`config.mk`:
```
export PLATFORM = sky130hd
export DESIGN_NAME = cpu_cu
export DESIGN_NICKNAME = d
export VERILOG_FILES = /design/src/rtl/cpu_cu_pkg.sv /design/src/rtl/cpu_cu_brcond.sv /design/src/rtl/cpu_cu.sv
export SDC_FILE = /design/constraint.sdc
export NUM_CORES = 1
export LEC_CHECK = 0
export ABC_AREA = 1
export CAP_MARGIN = 10
export CORE_MARGIN = 5
export CORE_UTILIZATION = 26
export CTS_CLUSTER_SIZE = 12
export DETAILED_ROUTE_END_ITERATION = 10
export HOLD_SLACK_MARGIN = 0.12
export SLEW_MARGIN = 20
export SYNTH_ARGS = -nofsm -noshare
export SYNTH_HDL_FRONTEND = slang
export SYNTH_SLANG_ARGS = --single-unit
```
`constraint.sdc`:
```
create_clock -name clk -period 3.2 [get_ports clk]
set_input_delay 0.8 -clock clk [delete_from_list [all_inputs] [get_ports clk]]
set_output_delay 0.8 -clock clk [all_outputs]
set_load 0.01 [all_outputs]
```
`src/rtl/cpu_cu_pkg.sv`:
```
// cpu_cu_pkg -- shared definitions for the cpu_cu control unit.
//
// Contents:
//   state_e        FSM state encoding (RST, FETCH, DECODE, ALU, LDI, LD, ST, JMP, BR, HALT)
//   CLS_*          instruction class codes held in IR[11:9]
//   COND_*         branch condition codes held in IR[8:6]
//   *_MSB/*_LSB    instruction field positions
//   strobes_t      bundle of the per-state control strobes
//   state_strobes  Moore decode of the strobes for a given state
package cpu_cu_pkg;

    typedef enum logic [3:0] {
        ST_RST,
        ST_FETCH,
        ST_DECODE,
        ST_ALU,
        ST_LDI,
        ST_LD,
        ST_ST,
        ST_JMP,
        ST_BR,
        ST_HALT
    } state_e;

    localparam logic [2:0] CLS_ALU  = 3'b000;
    localparam logic [2:0] CLS_LDI  = 3'b001;
    localparam logic [2:0] CLS_LD   = 3'b010;
    localparam logic [2:0] CLS_ST   = 3'b011;
    localparam logic [2:0] CLS_JMP  = 3'b100;
    localparam logic [2:0] CLS_BR   = 3'b101;
    localparam logic [2:0] CLS_ILL  = 3'b110;
    localparam logic [2:0] CLS_HALT = 3'b111;

    localparam logic [2:0] COND_ALWAYS = 3'b000;
    localparam logic [2:0] COND_C      = 3'b001;
    localparam logic [2:0] COND_N      = 3'b010;
    localparam logic [2:0] COND_Z      = 3'b011;
    localparam logic [2:0] COND_NEVER  = 3'b100;
    localparam logic [2:0] COND_NC     = 3'b101;
    localparam logic [2:0] COND_NN     = 3'b110;
    localparam logic [2:0] COND_NZ     = 3'b111;

    localparam int CLS_MSB = 11;
    localparam int CLS_LSB = 9;
    localparam int DST_MSB = 8;
    localparam int DST_LSB = 6;

    typedef struct packed {
        logic reg_w_en;
        logic s_sel;
        logic adr_sel;
        logic pc_ld;
        logic pc_inc;
        logic ir_ld;
        logic mem_r_en;
        logic mem_w_en;
    } strobes_t;

    // BR is absent here: its pc_ld depends on the live flags and is added by the top.
    function automatic strobes_t state_strobes(input state_e s);
        strobes_t r;
        r = '0;
        case (s)
            ST_FETCH: begin r.mem_r_en = 1'b1; r.ir_ld = 1'b1; r.pc_inc = 1'b1; end
            ST_ALU:   begin r.reg_w_en = 1'b1; end
            ST_LDI:   begin r.mem_r_en = 1'b1; r.s_sel = 1'b1; r.reg_w_en = 1'b1; r.pc_inc = 1'b1; end
            ST_LD:    begin r.adr_sel = 1'b1; r.mem_r_en = 1'b1; r.s_sel = 1'b1; r.reg_w_en = 1'b1; end
            ST_ST:    begin r.adr_sel = 1'b1; r.mem_w_en = 1'b1; end
            ST_JMP:   begin r.pc_ld = 1'b1; end
            default:  r = '0;
        endcase
        return r;
    endfunction

endpackage

```
`src/rtl/cpu_cu_brcond.sv`:
```
// cpu_cu_brcond -- combinational branch condition evaluator.
//
// Ports:
//   cond   in  3  condition code from IR[8:6]
//   C,N,Z  in  1  flags from the execution unit
//   taken  out 1  condition holds
module cpu_cu_brcond
    import cpu_cu_pkg::*;
(
    input  logic [2:0] cond,
    input  logic       C,
    input  logic       N,
    input  logic       Z,
    output logic       taken
);

    always_comb begin
        // NOTE: default assignment first so no path through the case can infer a latch.
        taken = 1'b0;
        case (cond)
            COND_ALWAYS: taken = 1'b1;
            COND_C:      taken = C;
            COND_N:      taken = N;
            COND_Z:      taken = Z;
            COND_NEVER:  taken = 1'b0;
            COND_NC:     taken = ~C;
            COND_NN:     taken = ~N;
            COND_NZ:     taken = ~Z;
            default:     taken = 1'b0;
        endcase
    end

endmodule

```
`src/rtl/cpu_cu.sv`:
```
// cpu_cu -- Moore fetch/decode/execute control unit for the 16-bit CPU.
//
// Parameters:
//   HALT_ON_ILLEGAL  1: illegal class enters HALT; 0: executed as a NOP
//   WAIT_LIMIT       mem_rdy wait cycles before bus_err (0 = forever); CU_MEM_WAIT_EN only
//
// Ports:
//   clk, reset (async, active-high)
//   IR_Out[15:0], C, N, Z          in   instruction register and flags
//   mem_rdy                        in   memory ready (CU_MEM_WAIT_EN only)
//   reg_w_en, S_Sel, adr_sel,      out  execution-unit strobes
//   pc_ld, pc_inc, ir_ld
//   mem_r_en, mem_w_en             out  memory strobes
//   halted, illegal, bus_err       out  status (illegal/bus_err sticky until reset)
//
// Optional feature macro: CU_MEM_WAIT_EN (memory wait states with timeout).
module cpu_cu
    import cpu_cu_pkg::*;
#(
    parameter bit HALT_ON_ILLEGAL = 1'b1
`ifdef CU_MEM_WAIT_EN
    ,
    parameter int WAIT_LIMIT = 0
`endif
) (
    input  logic        clk,
    input  logic        reset,
    input  logic [15:0] IR_Out,
    input  logic        C,
    input  logic        N,
    input  logic        Z,
`ifdef CU_MEM_WAIT_EN
    input  logic        mem_rdy,
`endif
    output logic        reg_w_en,
    output logic        S_Sel,
    output logic        adr_sel,
    output logic        pc_ld,
    output logic        pc_inc,
    output logic        ir_ld,
    output logic        mem_r_en,
    output logic        mem_w_en,
    output logic        halted,
    output logic        illegal,
    output logic        bus_err
);

    state_e     state_q, state_d;
    strobes_t   str_q, str_d;
    logic       halted_q, halted_d;
    logic       illegal_q, illegal_d;
    logic [2:0] cls, cond;
    logic       br_taken;
    logic       rdy_gate;
    logic       unused_ir;

    assign cls       = IR_Out[CLS_MSB:CLS_LSB];
    assign cond      = IR_Out[DST_MSB:DST_LSB];
    assign unused_ir = ^{IR_Out[15:12], IR_Out[5:0]};

    cpu_cu_brcond u_brcond (
        .cond  (cond),
        .C     (C),
        .N     (N),
        .Z     (Z),
        .taken (br_taken)
    );

`ifdef CU_MEM_WAIT_EN
    localparam int            CW        = (WAIT_LIMIT > 0) ? $clog2(WAIT_LIMIT + 1) : 1;
    localparam logic [CW-1:0] WAIT_LAST = CW'((WAIT_LIMIT > 0) ? WAIT_LIMIT - 1 : 0);

    logic          mem_phase;
    logic [CW-1:0] wcnt_q, wcnt_d;
    logic          bus_err_q, bus_err_d;

    assign mem_phase = (state_q == ST_FETCH) || (state_q == ST_LDI) ||
                       (state_q == ST_LD)    || (state_q == ST_ST);
    // Write/increment strobes fire only in the cycle the memory completes.
    assign rdy_gate  = mem_rdy | ~mem_phase;
    assign bus_err   = bus_err_q;
`else
    assign rdy_gate  = 1'b1;
    assign bus_err   = 1'b0;
`endif

    always_comb begin
        state_d   = state_q;
        illegal_d = illegal_q;
        case (state_q)
            ST_RST:    state_d = ST_FETCH;
            ST_FETCH:  state_d = ST_DECODE;
            ST_DECODE: begin
                case (cls)
                    CLS_ALU:  state_d = ST_ALU;
                    CLS_LDI:  state_d = ST_LDI;
                    CLS_LD:   state_d = ST_LD;
                    CLS_ST:   state_d = ST_ST;
                    CLS_JMP:  state_d = ST_JMP;
                    CLS_BR:   state_d = ST_BR;
                    CLS_HALT: state_d = ST_HALT;
                    default: begin
                        illegal_d = 1'b1;
                        state_d   = HALT_ON_ILLEGAL ? ST_HALT : ST_FETCH;
                    end
                endcase
            end
            ST_HALT:   state_d = ST_HALT;
            default:   state_d = ST_FETCH;
        endcase

`ifdef CU_MEM_WAIT_EN
        wcnt_d    = '0;
        bus_err_d = bus_err_q;
        if (mem_phase && !mem_rdy) begin
            state_d = state_q;
            if (WAIT_LIMIT != 0 && wcnt_q == WAIT_LAST) begin
                bus_err_d = 1'b1;
                state_d   = ST_HALT;
            end else if (WAIT_LIMIT != 0) begin
                wcnt_d = wcnt_q + 1'b1;
            end
        end
`endif

        // Outputs are registered against the state being entered.
        str_d    = state_strobes(state_d);
        halted_d = (state_d == ST_HALT);
    end

    always_ff @(posedge clk or posedge reset) begin
        if (reset) begin
            state_q   <= ST_RST;
            str_q     <= '0;
            halted_q  <= 1'b0;
            illegal_q <= 1'b0;
`ifdef CU_MEM_WAIT_EN
            wcnt_q    <= '0;
            bus_err_q <= 1'b0;
`endif
        end else begin
            // NOTE: non-blocking assignments so every flop samples pre-edge values.
            state_q   <= state_d;
            str_q     <= str_d;
            halted_q  <= halted_d;
            illegal_q <= illegal_d;
`ifdef CU_MEM_WAIT_EN
            wcnt_q    <= wcnt_d;
            bus_err_q <= bus_err_d;
`endif
        end
    end

    assign reg_w_en = str_q.reg_w_en & rdy_gate;
    assign S_Sel    = str_q.s_sel;
    assign adr_sel  = str_q.adr_sel;
    assign pc_ld    = str_q.pc_ld | ((state_q == ST_BR) & br_taken);
    assign pc_inc   = str_q.pc_inc & rdy_gate;
    assign ir_ld    = str_q.ir_ld & rdy_gate;
    assign mem_r_en = str_q.mem_r_en;
    assign mem_w_en = str_q.mem_w_en;
    assign halted   = halted_q;
    assign illegal  = illegal_q;

endmodule

```
Word level (Yosys, flattened, before mapping). Cells that the tools add are included.

Memory bits (read-only): 0. Output and inout bits: 11. Word-level logic and storage cells: 61. Register bits: 14. Bits in latches: 0. Bits in writable memories: 0. Memories kept: 0.

Reduce and logical (&&, ||, !) cells: 9. Shifts and indexed selects: 0. Bitwise logic cells: 6. Add/subtract/negate cells: 0. Mux-type cells: 11. Equal/unequal tests: 24. Multiply operators: 0. Magnitude comparators: 0. Div/mod/pow operators: 0.

Operators with widths (count): 4-bit one-hot mux with 6 select lines (1); 3-bit equality test (second input constant) (7); 4-bit by 3-bit equality test with 1-bit output (second input constant) (4); 3-bit by 2-bit equality test with 1-bit output (second input constant) (4); 4-bit equality test (second input constant) (3); 4-bit one-hot mux with 3 select lines (1); 4-bit by 1-bit equality test with 1-bit output (second input constant) (2); 4-bit by 2-bit equality test with 1-bit output (second input constant) (2); 1-bit two-way mux (8); 1-bit one-hot mux with 8 select lines (1); 7-bit OR reduction (1); 3-bit by 1-bit equality test with 1-bit output (second input constant) (2); 3-bit zero test (2); 2-bit OR reduction (3); 3-bit OR reduction (2); 1-bit NOT (4); 2-bit AND reduction (1); 1-bit bitwise AND (1); 1-bit bitwise OR (1).

Longest topological paths before layout.
Word-level depth: 6. Mapped depth: 8.

Modules after synthesis. From an unflattened synthesis, not the netlist that was laid out.

Cell total of the unflattened synthesis: 97. Area, all modules: 750.7 um^2.

Modules (own cells, without submodules): cpu_cu (times used 1, cells an instance 81, area an instance 686.9 um^2); cpu_cu_brcond (times used 1, cells an instance 16, area an instance 63.8 um^2).

Worst setup path before layout. OpenSTA, ideal clock, no wires.

Path kind: input to output. Start: in C. End: out pc_ld. Setup slack: 1136 ps. Cell stages on the path: 6. Data required time: 2400 ps. Buffers on the path: 0. Data arrival time: 1264 ps. Path through: inv_1 -> nor2_1 -> nor2_1 -> o21ai_0 -> nand3_1 -> nand2_1.

Word-level cells in the longest chain between the ends: 4.

Ends and longest elaborated chain: start, declared (RTL line cpu_cu.sv:29) `input logic C,`; 1-bit NOT (RTL line cpu_cu_brcond.sv:26) `COND_NC: taken = ~C;`; 1-bit one-hot mux with 8 select lines * (RTL line cpu_cu_brcond.sv:20) `case (cond)`; 1-bit bitwise AND * (RTL line cpu_cu.sv:157) `assign pc_ld = str_q.pc_ld | ((state_q == ST_BR) & br_taken);`; 1-bit bitwise OR * (RTL line cpu_cu.sv:157); end, declared (RTL line cpu_cu.sv:38) `output logic pc_ld,`.

Every way passes the cells marked *; elsewhere a longest branch is shown, timed or not.

Worst setup path after layout.
Start: in IR_Out[7]. End: out pc_ld.

Word-level cells in the longest chain between the ends: 4.

Ends and longest elaborated chain: start, declared (RTL line cpu_cu.sv:28) `input logic [15:0] IR_Out,`; 3-bit equality test, or another cell as far along (RTL line cpu_cu_brcond.sv:20); 1-bit one-hot mux with 8 select lines * (RTL line cpu_cu_brcond.sv:20); 1-bit bitwise AND * (RTL line cpu_cu.sv:157); 1-bit bitwise OR * (RTL line cpu_cu.sv:157).

Marks and branches as above.

==> flow_metrics.env <==
export IMPL_outcome="complete, no violations"
export IMPL_synth_largest_area_cell="dfrtp_1"
export IMPL_mostFrequentLayoutCells="clkdlybuf4s50_1, nand2_1, dfrtp_1, nor2_1, inv_1"
export IMPL_area_delta_synth_final_pct=36.5
export IMPL_worstPathArrival_ns=1.93
export IMPL_synthCells=93
export IMPL_cts_buffers=3
export IMPL_path_class="in2out"
export IMPL_wire_per_inst_um=11.1
export IMPL_syn_area_sq_um=739
export IMPL_clkSinkCount=14
export IMPL_start_util=0.270
export IMPL_vias_per_cell=4.37
export IMPL_fmax_mhz=366
export IMPL_final_common_cell="clkdlybuf4s50_1"
export IMPL_die_w_um=63.3
export IMPL_finalCritPeriodShare=0.853
export IMPL_synth_cell_types=20
export IMPL_start_kind="input pin"
export IMPL_root_buffer="clkbuf_4"
export IMPL_grt_pass1_vias=701
export IMPL_synth_compound_area_frac=0.0609
export IMPL_skew_ns=0.0108
export IMPL_setup_tns_ns=0
export IMPL_synth_top_cell_area_share=0.474
export IMPL_crit_required_ns=2.40
export IMPL_fillers=275
export IMPL_stdcell_count=147
export IMPL_io_pins=32
export IMPL_crit_path_max_fanout=4
export IMPL_dieHeight_um=63.3
export IMPL_routabilityCongestion=0.807
export IMPL_dp_cells=143
export IMPL_yosysWarningCount=0
export IMPL_drv_cap=0
export IMPL_synth_fp_nets=114
export IMPL_synth_top_family_by_area="simple AND/OR/NAND/NOR gates"
export IMPL_h_tree_depth=1
export IMPL_leakage_nw=0.534
export IMPL_rows=19
export IMPL_p_total_uw=727
export IMPL_drive_gt1_frac=0.190
export IMPL_synthAdderAreaFrac=0
export IMPL_drcViolationCount=0
export IMPL_cts_buffer_depth=2
export IMPL_setup_viol=0
export IMPL_hold_viol=0
export IMPL_grt_ovfl_total=0
export IMPL_clock_latency_ns=0.28
export IMPL_tritoncts="yes"
export IMPL_seq_area_frac_synth=0.474
export IMPL_synth_xor_area_frac=0
export IMPL_slew_viol_final=0
export IMPL_die_area_sq_um=4010
export IMPL_final_core_util=0.369
export IMPL_wirelength_mm=1.63
export IMPL_p_per_area_nw_per_um2=720
export IMPL_grt_pass1_wl_mm=2.83
export IMPL_io_buffers=20
export IMPL_diodes=0
export IMPL_muxShareOfSynthArea=0
export IMPL_ant_nets=0
export IMPL_slew_limit_headroom=0.638
export IMPL_core_area_sq_um=2730
export IMPL_clkTransAtPathRegs_ns=0.10
export IMPL_grt_start_max_net_pins=15
export IMPL_track_usage=0.0856
export IMPL_synth_simple_area_share=0.349
export IMPL_cts_hold_buffers_added=0
export IMPL_worstMarginPinSlew_ns=0.543
export IMPL_crit_path_end_kind="output port"
export IMPL_first_iter_violations=31
export IMPL_antenna_found_initial=0
export IMPL_min_period_ns=2.73
export IMPL_hold_class="reg2reg"
export IMPL_rsz0062_at_grt="false"
export IMPL_synth_avg_cell_area_sq_um=7.95
export IMPL_ir_worst_vdd_v=0.000470
export IMPL_synth_seq_cells=14
export IMPL_ys_top_cells_by_area="dfrtp_1, nand2_1, nand3_1"
export IMPL_dp_hpwl_mm=1.27
export IMPL_drtPass1Iterations=4
export IMPL_vias=642
export IMPL_fin_nets=138
-- cell usage after synthesis --
| library cell | number |
|---|---|
| nand2_1 | 16 |
| dfrtp_1 | 14 |
| inv_1 | 13 |
| nor2_1 | 13 |
| nand3_1 | 10 |
| inv_2 | 7 |
| nand2_2 | 5 |
| nand4_1 | 2 |
| o21ai_0 | 2 |
| a21oi_1 | 1 |
| a21oi_2 | 1 |
| buf_4 | 1 |
| conb_1 | 1 |
| nand2_4 | 1 |
| nand3_4 | 1 |
| nor2_2 | 1 |
| nor2_8 | 1 |
| o21ai_1 | 1 |
| o21ai_2 | 1 |
| o21bai_1 | 1 |
-- where the power goes --
| group | switching (mW) | internal, mW | leakage [nW] |
|---|---|---|---|
| clock network | 0.0597 | 0.0691 | 0.0210 |
| registers | 0.0260 | 0.232 | 0.179 |
| logic | 0.195 | 0.145 | 0.335 |
-- kinds of logic after synthesis --
family,count (synthesis)
buffers and inverters,21
and+or+nand+nor,50
other,1
AOI/OAI and AO/OA,7
DFF,14
-- metrics by stage --
stage	cell area, sq um	hold WS, ns	worst slack (ns)
final	1010	0.493	0.470
after global routing	1010	0.524	0.322
after CTS	1010	0.505	0.0611
after detailed placement	971	0.483	0.0738
after global placement	971	0.476	0.0995
after floorplan	739	0.513	1.14
-- layout make-up --
type	instances	area, sq um	share of cell area
Multi-Input combinational cell	58	307	0.304
Timing Repair Buffer	20	203	0.201
Sequential cell	14	350	0.347
Tap cell	31	38.8	0.0384
Clock buffer	4	36.3	0.0359
Inverter	20	75.1	0.0743
-- path summary, 6_finish.rpt --
| kind | start | to | slack, ns | cells past startpoint |
|---|---|---|---|---|
| max | IR_Out[7] | pc_ld | 0.47 | 8 |
| min in group asynchronous | reset | state_q[3]$_DFF_PP0_ | 0.85 | 2 |
| min reg2reg | illegal$_DFFE_PP0P_ | illegal$_DFFE_PP0P_ | 0.49 | 1 |
| max in group asynchronous | reset | adr_sel$_DFF_PP0_ | 1.98 | 2 |
| max reg2reg | state_q[3]$_DFF_PP0_ | adr_sel$_DFF_PP0_ | 1.98 | 6 |
| min | illegal$_DFFE_PP0P_ | illegal$_DFFE_PP0P_ | 0.49 | 1 |
-- registers in the layout, summed over array words and instances, names as in the netlist --
register	cells
adr_sel	1
pc_inc	1
ir_ld	1
reg_w_en	1
halted	1
state_q	4
mem_w_en	1
str_q	1
mem_r_en	1
S_Sel	1
illegal	1
-- repair_timing --
| item | 4_1_cts | 5_1_grt |
|---|---|---|
| endpoints found under the setup margin | 0 | 1 |
| resized for setup | 0 | 2 |
| buffers inserted | 0 | 0 |
-- layer usage --
metal,wire (um),vias up,global-route usage
li1,-,328,-
met1,719,295,0.101
met2,806,17,0.147
met3,88,2,0.0284
met4,11,0,0.0234
met5,0,-,0
-- critical path, cell delays in order --
cell and delay, ns:
clkdlybuf4s50_1 0.52, nand2_1 0.09, nand2_1 0.07, nor2_1 0.04, o21ai_1 0.11, nand3_1 0.08
nand2_1 0.06, dlymetal6s2s_1 0.16
Power figures use the tool's default switching activity.
